File: src/rtl/wb_spi_master_fifo_pkg.sv
// rtl/wb_spi_master_fifo_pkg.sv - register map, bit indices and FSM states for the SPI master
package wb_spi_pkg;

    localparam logic [2:0] ADR_CTRL   = 3'd0;
    localparam logic [2:0] ADR_STATUS = 3'd1;
    localparam logic [2:0] ADR_DATA   = 3'd2;
    localparam logic [2:0] ADR_DIV    = 3'd3;
    localparam logic [2:0] ADR_SS     = 3'd4;

    localparam int CTRL_EN      = 0;
    localparam int CTRL_CPOL    = 1;
    localparam int CTRL_CPHA    = 2;
    localparam int CTRL_IE      = 3;
    localparam int CTRL_AUTO_SS = 4;

    localparam int STAT_RX_EMPTY = 0;
    localparam int STAT_RX_FULL  = 1;
    localparam int STAT_TX_EMPTY = 2;
    localparam int STAT_TX_FULL  = 3;
    localparam int STAT_BUSY     = 4;
    localparam int STAT_RX_OVF   = 5;
    localparam int STAT_TX_OVF   = 6;
    localparam int STAT_IRQ      = 7;

    typedef enum logic [0:0] {
        IDLE  = 1'b0,
        SHIFT = 1'b1
    } spi_state_t;

endpackage

File: src/rtl/wb_spi_master_fifo_if.sv
// rtl/wb_spi_master_fifo_if.sv - 8-bit Wishbone register bus between host and SPI master
interface wb_spi_master_fifo_if;

    logic       cyc_i;
    logic       stb_i;
    logic [2:0] adr_i;
    logic       we_i;
    logic [7:0] dat_i;
    logic [7:0] dat_o;
    logic       ack_o;

    modport slave (
        input  cyc_i, stb_i, adr_i, we_i, dat_i,
        output dat_o, ack_o
    );

    modport master (
        output cyc_i, stb_i, adr_i, we_i, dat_i,
        input  dat_o, ack_o
    );

endinterface

File: src/rtl/wb_spi_master_fifo_fifo.sv
// rtl/wb_spi_master_fifo_fifo.sv - first-word-fallthrough synchronous FIFO with flush
module spi_sync_fifo #(
    parameter int WIDTH = 8,
    parameter int DEPTH = 4
) (
    input  logic             clk_i,
    input  logic             rst_i,
    input  logic             push,
    input  logic             pop,
    input  logic             flush,
    input  logic [WIDTH-1:0] din,
    output logic [WIDTH-1:0] dout,
    output logic             full,
    output logic             empty
);

    localparam int AW = $clog2(DEPTH);
    localparam int PW = AW + 1;

    logic [WIDTH-1:0] mem [DEPTH];
    logic [PW-1:0]    wr_ptr;
    logic [PW-1:0]    rd_ptr;
    logic             do_pop;
    logic             do_push;

    assign empty = (wr_ptr == rd_ptr);
    assign full  = (wr_ptr[AW] != rd_ptr[AW]) && (wr_ptr[AW-1:0] == rd_ptr[AW-1:0]);
    assign dout  = mem[rd_ptr[AW-1:0]];

    // A pop on a full FIFO frees the slot the simultaneous push lands in.
    assign do_pop  = pop & ~empty;
    assign do_push = push & (~full | do_pop);

    // Pointer update; flush discards everything including a same-cycle push.
    always_ff @(posedge clk_i or posedge rst_i) begin
        if (rst_i) begin
            wr_ptr <= '0;
            rd_ptr <= '0;
        end else if (flush) begin
            wr_ptr <= '0;
            rd_ptr <= '0;
        end else begin
            if (do_push) wr_ptr <= wr_ptr + PW'(1);
            if (do_pop)  rd_ptr <= rd_ptr + PW'(1);
        end
    end

    // Storage array, written only on an accepted push.
    always_ff @(posedge clk_i) begin
        if (do_push && !flush) mem[wr_ptr[AW-1:0]] <= din;
    end

endmodule

File: src/rtl/wb_spi_master_fifo.sv
// rtl/wb_spi_master_fifo.sv - Wishbone SPI master with TX/RX FIFOs and CPOL/CPHA modes
module wb_spi_master_fifo
    import wb_spi_pkg::*;
#(
    parameter int NUM_SS     = 2,
    parameter int FIFO_DEPTH = 4,
    parameter int DIV_W      = 8
) (
    input  logic                clk_i,
    input  logic                rst_i,
    wb_spi_master_fifo_if.slave bus,
    output logic                inta_o,
    output logic                sck_o,
    output logic [NUM_SS-1:0]   ss_o,
    output logic                mosi_o,
    input  logic                miso_i
);

    logic [4:0]        ctrl_q;
    logic [DIV_W-1:0]  div_q;
    logic [NUM_SS-1:0] ss_q;
    logic              rx_ovf_q, tx_ovf_q, irq_q, inta_q;
    logic              ack_q;
    logic [7:0]        dat_q, rd_data, status;

    spi_state_t        state;
    logic [7:0]        tx_sr, rx_sr;
    logic              sck_q, mosi_q, cpha_l;
    logic [3:0]        half_cnt;
    logic [DIV_W-1:0]  div_cnt, div_l;

    logic              acc, wr, rd, w1c;
    logic              tx_push, tx_pop, tx_full, tx_empty;
    logic              rx_push, rx_pop, rx_full, rx_empty;
    logic [7:0]        tx_dout, rx_dout, rx_push_data;
    logic              en, busy, half_end, last_half, drive, sample, abort, start, end_burst;
    logic              rx_ovf_evt, tx_ovf_evt;

    assign acc = bus.cyc_i & bus.stb_i & ~ack_q;
    assign wr  = acc & bus.we_i;
    assign rd  = acc & ~bus.we_i;
    assign w1c = wr && (bus.adr_i == ADR_STATUS);

    assign en        = ctrl_q[CTRL_EN];
    assign busy      = (state == SHIFT);
    assign half_end  = busy && (div_cnt == div_l);
    assign last_half = half_end && (half_cnt == 4'd15);
    // Even half_cnt ends on a leading SCK edge, odd on a trailing one.
    assign drive     = half_end && (cpha_l ? ~half_cnt[0] : half_cnt[0]);
    assign sample    = half_end && (cpha_l ? half_cnt[0] : ~half_cnt[0]);
    assign abort     = busy & ~en;
    assign start     = en & ~tx_empty & (~busy | last_half);
    assign end_burst = last_half & en & tx_empty;

    // In cpha=1 the last bit is sampled on the very edge that completes the byte.
    assign rx_push_data = cpha_l ? {rx_sr[6:0], miso_i} : rx_sr;

    assign tx_push = wr && (bus.adr_i == ADR_DATA);
    assign tx_pop  = start;
    assign rx_push = last_half & en;
    assign rx_pop  = rd && (bus.adr_i == ADR_DATA);

    assign tx_ovf_evt = tx_push & tx_full & ~tx_pop;
    assign rx_ovf_evt = rx_push & rx_full & ~rx_pop;

    spi_sync_fifo #(.WIDTH(8), .DEPTH(FIFO_DEPTH)) u_tx_fifo (
        .clk_i (clk_i),
        .rst_i (rst_i),
        .push  (tx_push),
        .pop   (tx_pop),
        .flush (abort),
        .din   (bus.dat_i),
        .dout  (tx_dout),
        .full  (tx_full),
        .empty (tx_empty)
    );

    spi_sync_fifo #(.WIDTH(8), .DEPTH(FIFO_DEPTH)) u_rx_fifo (
        .clk_i (clk_i),
        .rst_i (rst_i),
        .push  (rx_push),
        .pop   (rx_pop),
        .flush (abort),
        .din   (rx_push_data),
        .dout  (rx_dout),
        .full  (rx_full),
        .empty (rx_empty)
    );

    assign status = {irq_q, tx_ovf_q, rx_ovf_q, busy, tx_full, tx_empty, rx_full, rx_empty};

    // Register read multiplexer; an empty RX FIFO reads as zero.
    always_comb begin
        rd_data = 8'h00;
        case (bus.adr_i)
            ADR_CTRL:   rd_data = {3'b000, ctrl_q};
            ADR_STATUS: rd_data = status;
            ADR_DATA:   rd_data = rx_empty ? 8'h00 : rx_dout;
            ADR_DIV:    rd_data = 8'(div_q);
            ADR_SS:     rd_data = 8'(ss_q);
            default:    rd_data = 8'h00;
        endcase
    end

    // Bus termination and registered read data.
    always_ff @(posedge clk_i or posedge rst_i) begin
        if (rst_i) begin
            ack_q <= 1'b0;
            dat_q <= 8'h00;
        end else begin
            ack_q <= acc;
            if (rd) dat_q <= rd_data;
        end
    end

    // Control registers, sticky flags (set beats clear) and interrupt output.
    always_ff @(posedge clk_i or posedge rst_i) begin
        if (rst_i) begin
            ctrl_q   <= '0;
            div_q    <= '0;
            ss_q     <= '0;
            rx_ovf_q <= 1'b0;
            tx_ovf_q <= 1'b0;
            irq_q    <= 1'b0;
            inta_q   <= 1'b0;
        end else begin
            if (wr && bus.adr_i == ADR_CTRL) ctrl_q <= bus.dat_i[4:0];
            if (wr && bus.adr_i == ADR_DIV)  div_q  <= bus.dat_i[DIV_W-1:0];
            if (wr && bus.adr_i == ADR_SS)   ss_q   <= bus.dat_i[NUM_SS-1:0];
            rx_ovf_q <= (rx_ovf_q & ~(w1c & bus.dat_i[STAT_RX_OVF])) | rx_ovf_evt;
            tx_ovf_q <= (tx_ovf_q & ~(w1c & bus.dat_i[STAT_TX_OVF])) | tx_ovf_evt;
            irq_q    <= (irq_q & ~(w1c & bus.dat_i[STAT_IRQ])) | end_burst | rx_ovf_evt;
            inta_q   <= irq_q & ctrl_q[CTRL_IE];
        end
    end

    // Shift engine: 16 half-periods per byte, mode latched at byte start.
    always_ff @(posedge clk_i or posedge rst_i) begin
        if (rst_i) begin
            state    <= IDLE;
            sck_q    <= 1'b0;
            mosi_q   <= 1'b0;
            tx_sr    <= 8'h00;
            rx_sr    <= 8'h00;
            half_cnt <= 4'd0;
            div_cnt  <= '0;
            div_l    <= '0;
            cpha_l   <= 1'b0;
        end else if (abort) begin
            state <= IDLE;
            sck_q <= ctrl_q[CTRL_CPOL];
        end else if (start) begin
            state    <= SHIFT;
            sck_q    <= ctrl_q[CTRL_CPOL];
            cpha_l   <= ctrl_q[CTRL_CPHA];
            div_l    <= div_q;
            div_cnt  <= '0;
            half_cnt <= 4'd0;
            rx_sr    <= 8'h00;
            if (!ctrl_q[CTRL_CPHA]) begin
                mosi_q <= tx_dout[7];
                tx_sr  <= {tx_dout[6:0], 1'b0};
            end else begin
                tx_sr  <= tx_dout;
            end
        end else if (busy) begin
            if (half_end) begin
                sck_q    <= ~sck_q;
                div_cnt  <= '0;
                half_cnt <= half_cnt + 4'd1;
                if (drive) begin
                    mosi_q <= tx_sr[7];
                    tx_sr  <= {tx_sr[6:0], 1'b0};
                end
                if (sample) rx_sr <= {rx_sr[6:0], miso_i};
                if (last_half) state <= IDLE;
            end else begin
                div_cnt <= div_cnt + DIV_W'(1);
            end
        end else begin
            sck_q <= ctrl_q[CTRL_CPOL];
        end
    end

    assign bus.ack_o = ack_q;
    assign bus.dat_o = dat_q;
    assign inta_o    = inta_q;
    assign sck_o     = sck_q;
    assign mosi_o    = mosi_q;
    assign ss_o      = (ctrl_q[CTRL_AUTO_SS] && !busy) ? {NUM_SS{1'b1}} : ~ss_q;

endmodule
File: src/flat_wrapper.sv
// flat-port wrapper written by rule: the top's interface ports become plain ports
module wb_spi_master_fifo_flat import wb_spi_pkg::*;
#(
    parameter int NUM_SS     = 2,
    parameter int FIFO_DEPTH = 4,
    parameter int DIV_W      = 8
)
  (clk_i, rst_i, inta_o, sck_o, ss_o, mosi_o, miso_i, bus_cyc_i, bus_stb_i, bus_adr_i, bus_we_i, bus_dat_i, bus_dat_o, bus_ack_o);
  wb_spi_master_fifo_if bus_i ();
  input  logic clk_i;
  input  logic rst_i;
  output logic inta_o;
  output logic sck_o;
  output logic [NUM_SS-1:0] ss_o;
  output logic mosi_o;
  input  logic miso_i;
  input wire logic [$bits(bus_i.cyc_i)-1:0] bus_cyc_i;
  input wire logic [$bits(bus_i.stb_i)-1:0] bus_stb_i;
  input wire logic [$bits(bus_i.adr_i)-1:0] bus_adr_i;
  input wire logic [$bits(bus_i.we_i)-1:0] bus_we_i;
  input wire logic [$bits(bus_i.dat_i)-1:0] bus_dat_i;
  output wire logic [$bits(bus_i.dat_o)-1:0] bus_dat_o;
  output wire logic [$bits(bus_i.ack_o)-1:0] bus_ack_o;
  assign bus_i.cyc_i = bus_cyc_i;
  assign bus_i.stb_i = bus_stb_i;
  assign bus_i.adr_i = bus_adr_i;
  assign bus_i.we_i = bus_we_i;
  assign bus_i.dat_i = bus_dat_i;
  assign bus_dat_o = bus_i.dat_o;
  assign bus_ack_o = bus_i.ack_o;
  wb_spi_master_fifo #(.NUM_SS(NUM_SS), .FIFO_DEPTH(FIFO_DEPTH), .DIV_W(DIV_W)) u_core (.clk_i(clk_i), .rst_i(rst_i), .bus(bus_i), .inta_o(inta_o), .sck_o(sck_o), .ss_o(ss_o), .mosi_o(mosi_o), .miso_i(miso_i));
endmodule
File: config.mk
export PLATFORM = sky130hd
export DESIGN_NAME = wb_spi_master_fifo_flat
export DESIGN_NICKNAME = d
export VERILOG_FILES = /design/src/rtl/wb_spi_master_fifo_pkg.sv /design/src/rtl/wb_spi_master_fifo_if.sv /design/src/rtl/wb_spi_master_fifo_fifo.sv /design/src/rtl/wb_spi_master_fifo.sv /design/src/flat_wrapper.sv
export SDC_FILE = /design/constraint.sdc
export NUM_CORES = 1
export LEC_CHECK = 0
export CAP_MARGIN = 20
export CELL_PAD_IN_SITES_DETAIL_PLACEMENT = 1
export CELL_PAD_IN_SITES_GLOBAL_PLACEMENT = 2
export CORE_AREA = 2 2 181 112
export CTS_CLUSTER_DIAMETER = 80
export DETAILED_ROUTE_END_ITERATION = 8
export DIE_AREA = 0 0 183 114
export PLACE_DENSITY_LB_ADDON = 0.1
export SYNTH_ARGS = -nofsm -noshare
export SYNTH_HDL_FRONTEND = slang
export SYNTH_SLANG_ARGS = --single-unit
export TNS_END_PERCENT = 20
File: constraint.sdc
create_clock -name clk_i -period 6.24 [get_ports clk_i]
set_input_delay 1.248 -clock clk_i [delete_from_list [all_inputs] [get_ports clk_i]]
set_output_delay 1.248 -clock clk_i [all_outputs]
set_load 0.05 [all_outputs]
==> impl_metrics.json, run 1 <==
{
  "status": "finished clean",
  "via_per_inst": 5.166,
  "yosysWarningCount": 0,
  "finalCriticalPeriod_ns": 3.613,
  "synth_area_leaders": "dfrtp_1, edfxtp_1, mux4_2",
  "min_path_cells": 2,
  "seqPwrFrac_pct": 42.5,
  "fmax_mhz": 276.7,
  "syn_to_final_growth_pct": 16.64,
  "wl_per_cell_um": 21.74,
  "grt_pass1_wl_mm": 27.28,
  "finalCritPeriodShare_pct": 57.91,
  "yosys_register_bits": 144,
  "synthArstFlopShare_pct": 55.56,
  "fill_cells": 2024,
  "ys_types": 58,
  "die_w_um": 183,
  "place_hpwl_mm": 12.50,
  "p_switching_mw": 1.030,
  "tns_ns": 0,
  "timing.slew.headroom_pct": 39.64,
  "cpPeakStageDelay_ns": 0.82,
  "timing.final.max_slew_violations": 0,
  "place_ws_ns": 2.195,
  "drt_iter0_drc": 227,
  "htreeDepth": 4,
  "dr.pass1.iters": 4,
  "worst_slack_ns": 2.627,
  "coreArea_um2": 19420,
  "powerDensity_nw_per_um2": 391.7,
  "synth_area_leader_cell": "dfrtp_1",
  "fp-row-count": 40,
  "path_class": "input pin to flip-flop",
  "p_leak_nw": 2.960,
  "drc_errors": 0,
  "synthCells": 495,
  "grt_max_degree": 55,
  "netlist_area_um2": 6641,
  "clk_pin_slew_ns": 0.06,
  "drv_cap": 0,
  "avgSynthCellArea_um2": 13.42,
  "p_int_mw": 2.005,
  "hold_viol": 0,
  "cts_tree": "done",
  "antenna-diode-count": 0,
  "initial_core_util_pct": 34.20,
  "ant_nets": 0,
  "cts.repair.resized": 0,
  "gp_congestion": 0.7977,
  "crit_required_ns": 6.32,
  "antenna_found_initial": 0,
  "clock_skew_ns": 0.009462,
  "vdd_drop_max_mv": 0.1984,
  "sw_frac_of_total_pct": 33.93,
  "setup_viol": 0,
  "design.die.area_um2": 20860,
  "grt_usage_pct": 18.08,
  "ys.flop_type": "dfrtp_1",
  "num_vias": 4071,
  "totalPowerFinal_mw": 3.034,
  "cts_sinks": 144,
  "yosysSeqAreaShare_pct": 59.08,
  "drt-total-wl_mm": 17.13,
  "start_kind": "input pin",
  "crit_chain": "clkdlybuf4s50_1 -> inv_1 -> or3_1 -> nor2_1 -> nand3_1 -> a31oi_1 -> and2_1",
  "grt_pass1_vias": 4228,
  "end_kind": "flip-flop",
  "rr_worst_depth": 4,
  "yosys.area.top_type_share_pct": 30.14,
  "rsz0062_at_grt": "no",
  "clockRootBuffer": "clkbuf_16",
  "cts_inserted_buffers": 17,
  "clock_power_share_pct": 32.6,
  "tightest_slew_ns": 0.9054,
  "pwr-share-comb_pct": 24.9,
  "synth_nets": 524,
  "crit_path_top_delay_cell": "clkdlybuf4s50_1",
  "worst_skew_pair.late_latency_ns": 0.43,
  "min_path_type": "flip-flop to flip-flop",
  "die_h_um": 114,
  "cts_setup_buffers": 0,
  "grt_overflow": 0,
  "hold_buffers": 0,
  "fin_nets": 552,
  "drive_gt1_share_pct": 17.35,
  "worstPathMaxFanout": 13,
  "worstPathArrival_ns": 3.70,
  "io_pins": 31,
  "cts_buffer_depth": 2,
  "synth_edf_count": 64,
  "io_buffers": 30
}
[power groups by stage]
stage	Combinational (mW)	Sequential, mW	Clock, mW
2_1_floorplan	0.577	1.26	0
3_3_place_gp	0.751	1.31	0
3_5_place_dp	0.765	1.31	0
4_1_cts	0.769	1.29	1.01
5_1_grt	0.841	1.31	1.06
6_report	0.754	1.29	0.990
[cell type report]
type | instances | area (um^2) | share of cell area (%)
Sequential cell | 144 | 3924 | 50.65
Multi-Input combinational cell | 314 | 2557 | 33.02
Clock buffer | 23 | 509.2 | 6.574
Timing Repair Buffer | 32 | 315.3 | 4.070
Tap cell | 252 | 315.3 | 4.070
Clock inverter | 9 | 71.32 | 0.9207
Inverter | 14 | 53.80 | 0.6946
[path summary, 6_finish.rpt]
kind | startpoint | endpoint | slack, ns
worst max-delay path | bus_adr_i[1] | u_core.u_tx_fifo.mem[1][4]$_DFFE_PP_ | 2.63
worst min-delay path | u_core.bus.dat_o[7]$_DFFE_PP0P_ | u_core.bus.dat_o[7]$_DFFE_PP0P_ | 0.49
worst max register to register | u_core.busy$_DFF_PP0_ | u_core.u_rx_fifo.mem[0][4]$_DFFE_PP_ | 3.37
worst min register to register | u_core.bus.dat_o[7]$_DFFE_PP0P_ | u_core.bus.dat_o[7]$_DFFE_PP0P_ | 0.49
max in group asynchronous | rst_i | u_core.ctrl_q[0]$_DFFE_PP0P_ | 3.95
min in group asynchronous | rst_i | u_core.rx_sr[5]$_DFFE_PP0P_ | 1.16
[critical path: cells and delay by family]
kind | cells | cell delay [ns]
simple gates | 4 | 1.15
buf+inv | 2 | 1.02
compound gates | 1 | 0.28
[sequential cells by signal, summed over array words and instances, names as in the netlist, 3 cells and up]
| register | cells |
|---|---|
| u_core.bus.dat_o | 8 |
| u_core.ctrl_q | 5 |
| u_core.div_cnt | 8 |
| u_core.div_l | 8 |
| u_core.div_q | 8 |
| u_core.half_cnt | 4 |
| u_core.rx_sr | 8 |
| u_core.tx_sr | 8 |
| u_core.u_rx_fifo.mem | 32 |
| u_core.u_rx_fifo.rd_ptr | 3 |
| u_core.u_rx_fifo.wr_ptr | 3 |
| u_core.u_tx_fifo.mem | 32 |
| u_core.u_tx_fifo.rd_ptr | 3 |
| u_core.u_tx_fifo.wr_ptr | 3 |
[Yosys cell counts (9+ instances only)]
cell / n
a21oi_1: 22
a22o_1: 12
and2_1: 9
buf_2: 9
clkbuf_1: 9
dfrtp_1: 80
edfxtp_1: 64
ha_1: 12
inv_1: 14
mux2_1: 9
mux2_2: 24
mux2i_1: 16
mux4_2: 17
nand2_1: 38
nand3_1: 12
nor2_1: 20
nor2b_1: 11
o21ai_0: 16
xnor2_1: 15
[cells in the final DEF (no fill, tap or decap), types with 17 or more instances in the layout]
cell type and count:
a21oi_1 22, edfxtp_1 64, nand2_1 38, clkdlybuf4s50_1 30, nor2_1 20, dfrtp_1 80, clkbuf_16 18, mux4_2 17
mux2_2 24
[routing by layer]
metal | wire length, um | global-route usage, % | vias to the layer above
met2 | 6713 | 23.21 | 57
met1 | 9581 | 29.61 | 2117
met4 | 112 | 4.000 | 0
met5 | 0 | 0 | -
met3 | 723 | 4.630 | 10
li1 | - | - | 1887
[cells by family after synthesis]
logic type	synth area share, %
buffers and inverters	2.487
and+or+nand+nor	10.19
muxes	13.77
adders and majority gates	2.261
xor gates and xnor gates	2.769
DFF	59.08
AOI/OAI and AO/OA	9.439
[through the flow]
stage          hold WS (ns)  instance area [um^2]  instances  utilization, %
6_report             0.4917                  7746        788           39.89
3_3_place_gp         0.4676                  7166        756           36.90
2_1_floorplan        0.4634                  6641        495               -
4_1_cts              0.4969                  7746        788           39.89
5_1_grt              0.5228                  7746        788           39.89
3_5_place_dp         0.4834                  7166        756           36.90
No activity file was read; power rests on OpenSTA's default activity.
==> run 2: changes to the inputs <==
==> constraint.sdc (replaced) <==
create_clock -name clk_i -period 3.2 [get_ports clk_i]
set_input_delay 0.64 -clock clk_i [delete_from_list [all_inputs] [get_ports clk_i]]
set_output_delay 0.64 -clock clk_i [all_outputs]
set_load 0.05 [all_outputs]
==> impl_metrics.json, run 2 (same netlist as run 1, synthesis figures left out) <==
{
  "via_per_inst": 5.217,
  "syn_to_final_growth_pct": 18.90,
  "r2r-start": "u_core.div_cnt[0]$_DFFE_PP0P_",
  "antenna-diode-count": 0,
  "dp_cells": 774,
  "htreeDepth": 4,
  "p_leak_nw": 3.053,
  "timing.final.max_slew_violations": 0,
  "design.die.area_um2": 20860,
  "hold_ws_ns": 0.4904,
  "fp-row-count": 40,
  "timing.slew.headroom_pct": 44.62,
  "min_path_type": "flip-flop to flip-flop",
  "endpoint": "ss_o[0]",
  "finalCritPeriodShare_pct": 83.88,
  "hold_buffers": 0,
  "drt-total-wl_mm": 17.62,
  "die_w_um": 183,
  "die_h_um": 114,
  "hold_viol": 0,
  "clockRootBuffer": "clkbuf_16",
  "cts_inserted_buffers": 17,
  "drc_errors": 0,
  "rr_worst_depth": 7,
  "status": "finished clean",
  "coreArea_um2": 19420,
  "instances_no_fill": 806,
  "crit_start": "u_core.busy$_DFF_PP0_",
  "antenna_found_initial": 0,
  "fin_nets": 570,
  "grt_overflow": 0,
  "drive_gt1_share_pct": 20.22,
  "vdd_drop_max_mv": 0.4040,
  "wl_per_cell_um": 21.86,
  "crit_required_ns": 2.56,
  "fin_util_pct": 40.66,
  "rsz0062_at_grt": "no",
  "final_cell_mix": "dfrtp_1, edfxtp_1, nand2_1",
  "cts_tree": "done",
  "clock_skew_ns": 0.008057,
  "path_class": "flip-flop to output pin",
  "worst_skew_pair.late_latency_ns": 0.43,
  "worstPathArrival_ns": 2.04,
  "rrSetupSlack_ns": 0.64,
  "finalCriticalPeriod_ns": 2.684,
  "grt_pass1_wl_mm": 27.44,
  "layout_commonest_cell": "dfrtp_1",
  "cts.repair.resized": 0,
  "timing.rr.end": "u_core.u_tx_fifo.wr_ptr[1]$_DFFE_PP0P_",
  "cts_sinks": 144,
  "io_pins": 31,
  "dr.pass1.iters": 4,
  "totalPowerFinal_mw": 6.034,
  "ant_nets": 0,
  "fmax_mhz": 372.6,
  "drt_iter0_drc": 318,
  "grt_max_degree": 31,
  "cts_buffer_depth": 2,
  "end_kind": "output pin",
  "worstPathMaxFanout": 7,
  "io_buffers": 30,
  "clk_pin_slew_ns": 0.06,
  "tns_ns": 0,
  "initial_core_util_pct": 34.20,
  "drv_cap": 0,
  "num_vias": 4205,
  "place_hpwl_mm": 13.02,
  "cts_setup_buffers": 0,
  "gp_congestion": 0.7935,
  "start_kind": "flip-flop",
  "grt_usage_pct": 18.12,
  "setup_viol": 0,
  "powerDensity_nw_per_um2": 764.1,
  "tightest_slew_ns": 0.8307,
  "grt_pass1_vias": 4355
}
==> run 2: metal layers <==
metal | global-route usage [%] | part of all wire, % | vias to the layer above
li1 | - | - | 1926
met1 | 29.24 | 55 | 2179
met2 | 23.46 | 38 | 86
met3 | 4.693 | 5.5 | 14
met4 | 4.640 | 0.92 | 0
met5 | 0 | 0 | -
==> run 2: worst min-delay path by stage <==
stage,startpoint,to,slack [ns],cells after the start
floorplan,u_core.irq_q$_DFF_PP0_,u_core.irq_q$_DFF_PP0_,0.46,1
CTS,u_core.bus.dat_o[3]$_DFFE_PP0P_,u_core.bus.dat_o[3]$_DFFE_PP0P_,0.50,2
global placement,u_core.bus.dat_o[3]$_DFFE_PP0P_,u_core.bus.dat_o[3]$_DFFE_PP0P_,0.47,2
finish,u_core.bus.dat_o[3]$_DFFE_PP0P_,u_core.bus.dat_o[3]$_DFFE_PP0P_,0.49,2
global route,u_core.irq_q$_DFF_PP0_,u_core.irq_q$_DFF_PP0_,0.52,1
detailed placement,u_core.bus.dat_o[3]$_DFFE_PP0P_,u_core.bus.dat_o[3]$_DFFE_PP0P_,0.48,2
==> run 2: report_power, final <==
part	leakage, nW	switching, mW	total, mW	internal, mW
Combinational	1.15	0.985	1.65	0.662
Clock	0.285	0.836	1.95	1.12
Sequential	1.61	0.253	2.43	2.18
==> run 2: final cells by class <==
cell class | count | area, um^2
Multi-Input combinational cell | 314 | 2557
Fill cell | 2036 | 11520
Timing Repair Buffer | 50 | 462.9
Clock inverter | 11 | 91.34
Sequential cell | 144 | 3924
Inverter | 14 | 53.80
Clock buffer | 21 | 491.7
Tap cell | 252 | 315.3
==> run 2: metrics by stage <==
stage	cell area (um^2)	setup WS, ns
2_1_floorplan	6641	0.5083
3_3_place_gp	7313	0.1962
3_5_place_dp	7313	0.1894
4_1_cts	7896	0.4903
5_1_grt	7896	0.4085
6_report	7896	0.5159
==> run 2: critical path: stages, from the launching register on <==
cell	delay, ns
dfrtp_1	0.39
buf_4	0.18
nand2b_1	0.17
nand2_1	0.09
clkdlybuf4s50_1	0.80
==> run 3: changes to the inputs <==
==> constraint.sdc (replaced) <==
create_clock -name clk_i -period 2.5 [get_ports clk_i]
set_input_delay 0.5 -clock clk_i [delete_from_list [all_inputs] [get_ports clk_i]]
set_output_delay 0.5 -clock clk_i [all_outputs]
set_load 0.05 [all_outputs]
==> impl_metrics.json, run 3 (same netlist as run 1, synthesis figures left out) <==
{
  "status": "finished clean",
  "syn_to_final_growth_pct": 24.64,
  "design.die.area_um2": 20860,
  "end_kind": "flip-flop",
  "tns_ns": 0,
  "gp_congestion": 0.7751,
  "hold_buffers": 0,
  "crit_path_top_delay_cell": "dfrtp_1",
  "antenna_found_initial": 0,
  "cts_buffer_depth": 2,
  "min_path_cells": 2,
  "cts_setup_buffers": 0,
  "timing.slew.headroom_pct": 46.85,
  "antenna-diode-count": 0,
  "wl_per_cell_um": 21.12,
  "path_buf_inv": 2,
  "worst-path-stages": 7,
  "place_ws_ns": -0.1220,
  "worst_slack_ns": 0.1878,
  "grt_pass1_vias": 4468,
  "clock_skew_ns": 0.008868,
  "start_kind": "flip-flop",
  "rr_worst_depth": 7,
  "cts_sinks": 144,
  "finalCritPeriodShare_pct": 92.49,
  "drv_cap": 0,
  "instances_no_fill": 842,
  "p_leak_nw": 3.259,
  "fmax_mhz": 432.5,
  "hold_viol": 0,
  "crit_chain": "xnor2_1 -> nand4_2 -> buf_4 -> or3_4 -> nor3_4 -> and2_1 -> buf_12",
  "rsz0062_at_grt": "no",
  "ant_nets": 0,
  "drc_errors": 0,
  "timing.final.max_slew_violations": 0,
  "dr.pass1.iters": 4,
  "grt_usage_pct": 18.67,
  "worstPathArrival_ns": 2.47,
  "fill_cells": 1986,
  "crit_required_ns": 2.65,
  "finalCriticalPeriod_ns": 2.312,
  "clk_pin_slew_ns": 0.07,
  "layout_commonest_cell": "dfrtp_1",
  "vdd_drop_max_mv": 0.5921,
  "hold_ws_ns": 0.4812,
  "cts.repair.resized": 0,
  "drive_gt1_share_pct": 25.59,
  "die_w_um": 183,
  "final_cell_mix": "dfrtp_1, edfxtp_1, buf_4",
  "path_class": "flip-flop to flip-flop",
  "worst_skew_pair.late_latency_ns": 0.43,
  "drt_iter0_drc": 267,
  "io_buffers": 30,
  "min_path_type": "flip-flop to flip-flop",
  "htreeDepth": 4,
  "tightest_slew_ns": 0.7972,
  "drt-total-wl_mm": 17.79,
  "die_h_um": 114,
  "powerDensity_nw_per_um2": 966.5,
  "setup_viol": 0,
  "cts_inserted_buffers": 17,
  "post_dp_cell_area_um2": 7669,
  "fp-row-count": 40,
  "fin_nets": 606,
  "final_area_um2": 8278,
  "dp_cells": 810,
  "grt_max_degree": 37,
  "cts_tree": "done",
  "coreArea_um2": 19420,
  "grt_pass1_wl_mm": 28.09,
  "initial_core_util_pct": 34.20,
  "grt_overflow": 0,
  "clockRootBuffer": "clkbuf_16",
  "place_hpwl_mm": 13.19,
  "io_pins": 31,
  "via_per_inst": 5.129,
  "cpPeakStageDelay_ns": 0.44,
  "worstPathMaxFanout": 8,
  "num_vias": 4319,
  "cp_top_family": "simple AND/OR/NAND/NOR gates"
}
==> run 3: cell count changes in the layout (fill, tap and decap cells not counted), moves of 2 or more <==
cell and delta:
clkdlybuf4s50_1 -2, buf_4 +31, buf_12 +7, inv_6 +2, inv_4 -2
==> run 3: cell type report <==
cell class	instances	area (um^2)	area share (%)
flip-flops and latches	144	3924	47.40
multi-input cells	314	2571	31.06
repair buffers	86	815.8	9.855
clock buffers	21	480.5	5.804
well taps	252	315.3	3.809
clock inverters	11	115.1	1.391
inverters	14	56.30	0.6802
==> run 3: report_power, final <==
group | internal, mW | switching [mW]
Clock | 1.50 | 1.09
Sequential | 2.79 | 0.295
Combinational | 1.00 | 1.33
==> run 3: final timing paths <==
path                            slack (ns)                             from                                   end
max in group asynchronous             1.36                            rst_i          u_core.ctrl_q[0]$_DFFE_PP0P_
min in group asynchronous             0.52                            rst_i           u_core.rx_sr[3]$_DFFE_PP0P_
worst max-delay path                  0.19    u_core.div_cnt[4]$_DFFE_PP0P_  u_core.u_rx_fifo.mem[1][4]$_DFFE_PP_
worst max register to register        0.19    u_core.div_cnt[4]$_DFFE_PP0P_  u_core.u_rx_fifo.mem[1][4]$_DFFE_PP_
worst min-delay path                  0.48  u_core.bus.dat_o[2]$_DFFE_PP0P_       u_core.bus.dat_o[2]$_DFFE_PP0P_
worst min register to register        0.48  u_core.bus.dat_o[2]$_DFFE_PP0P_       u_core.bus.dat_o[2]$_DFFE_PP0P_
==> run 3: tightest hold or removal path: stages, from the launching register on <==
cell     delay, ns
dfrtp_1       0.35
nand2_1       0.05
o31ai_1       0.05
==> run 3: layer usage <==
metal	share of wire [%]	wire [um]	global-route usage (%)	up-vias
met4	1.4	245	6.240	0
met3	4.6	821	4.342	21
met5	0	0	0	-
met1	54	9686	29.87	2229
met2	40	7031	24.19	71
li1	-	-	-	1998
==> run 3: through the flow <==
| stage | total power [mW] | util, % |
|---|---|---|
| 2_1_floorplan | 4.579 | - |
| 3_3_place_gp | 5.411 | 39.49 |
| 3_5_place_dp | 5.468 | 39.49 |
| 4_1_cts | 8.094 | 42.56 |
| 5_1_grt | 8.454 | 42.63 |
| 6_report | 8.001 | 42.63 |
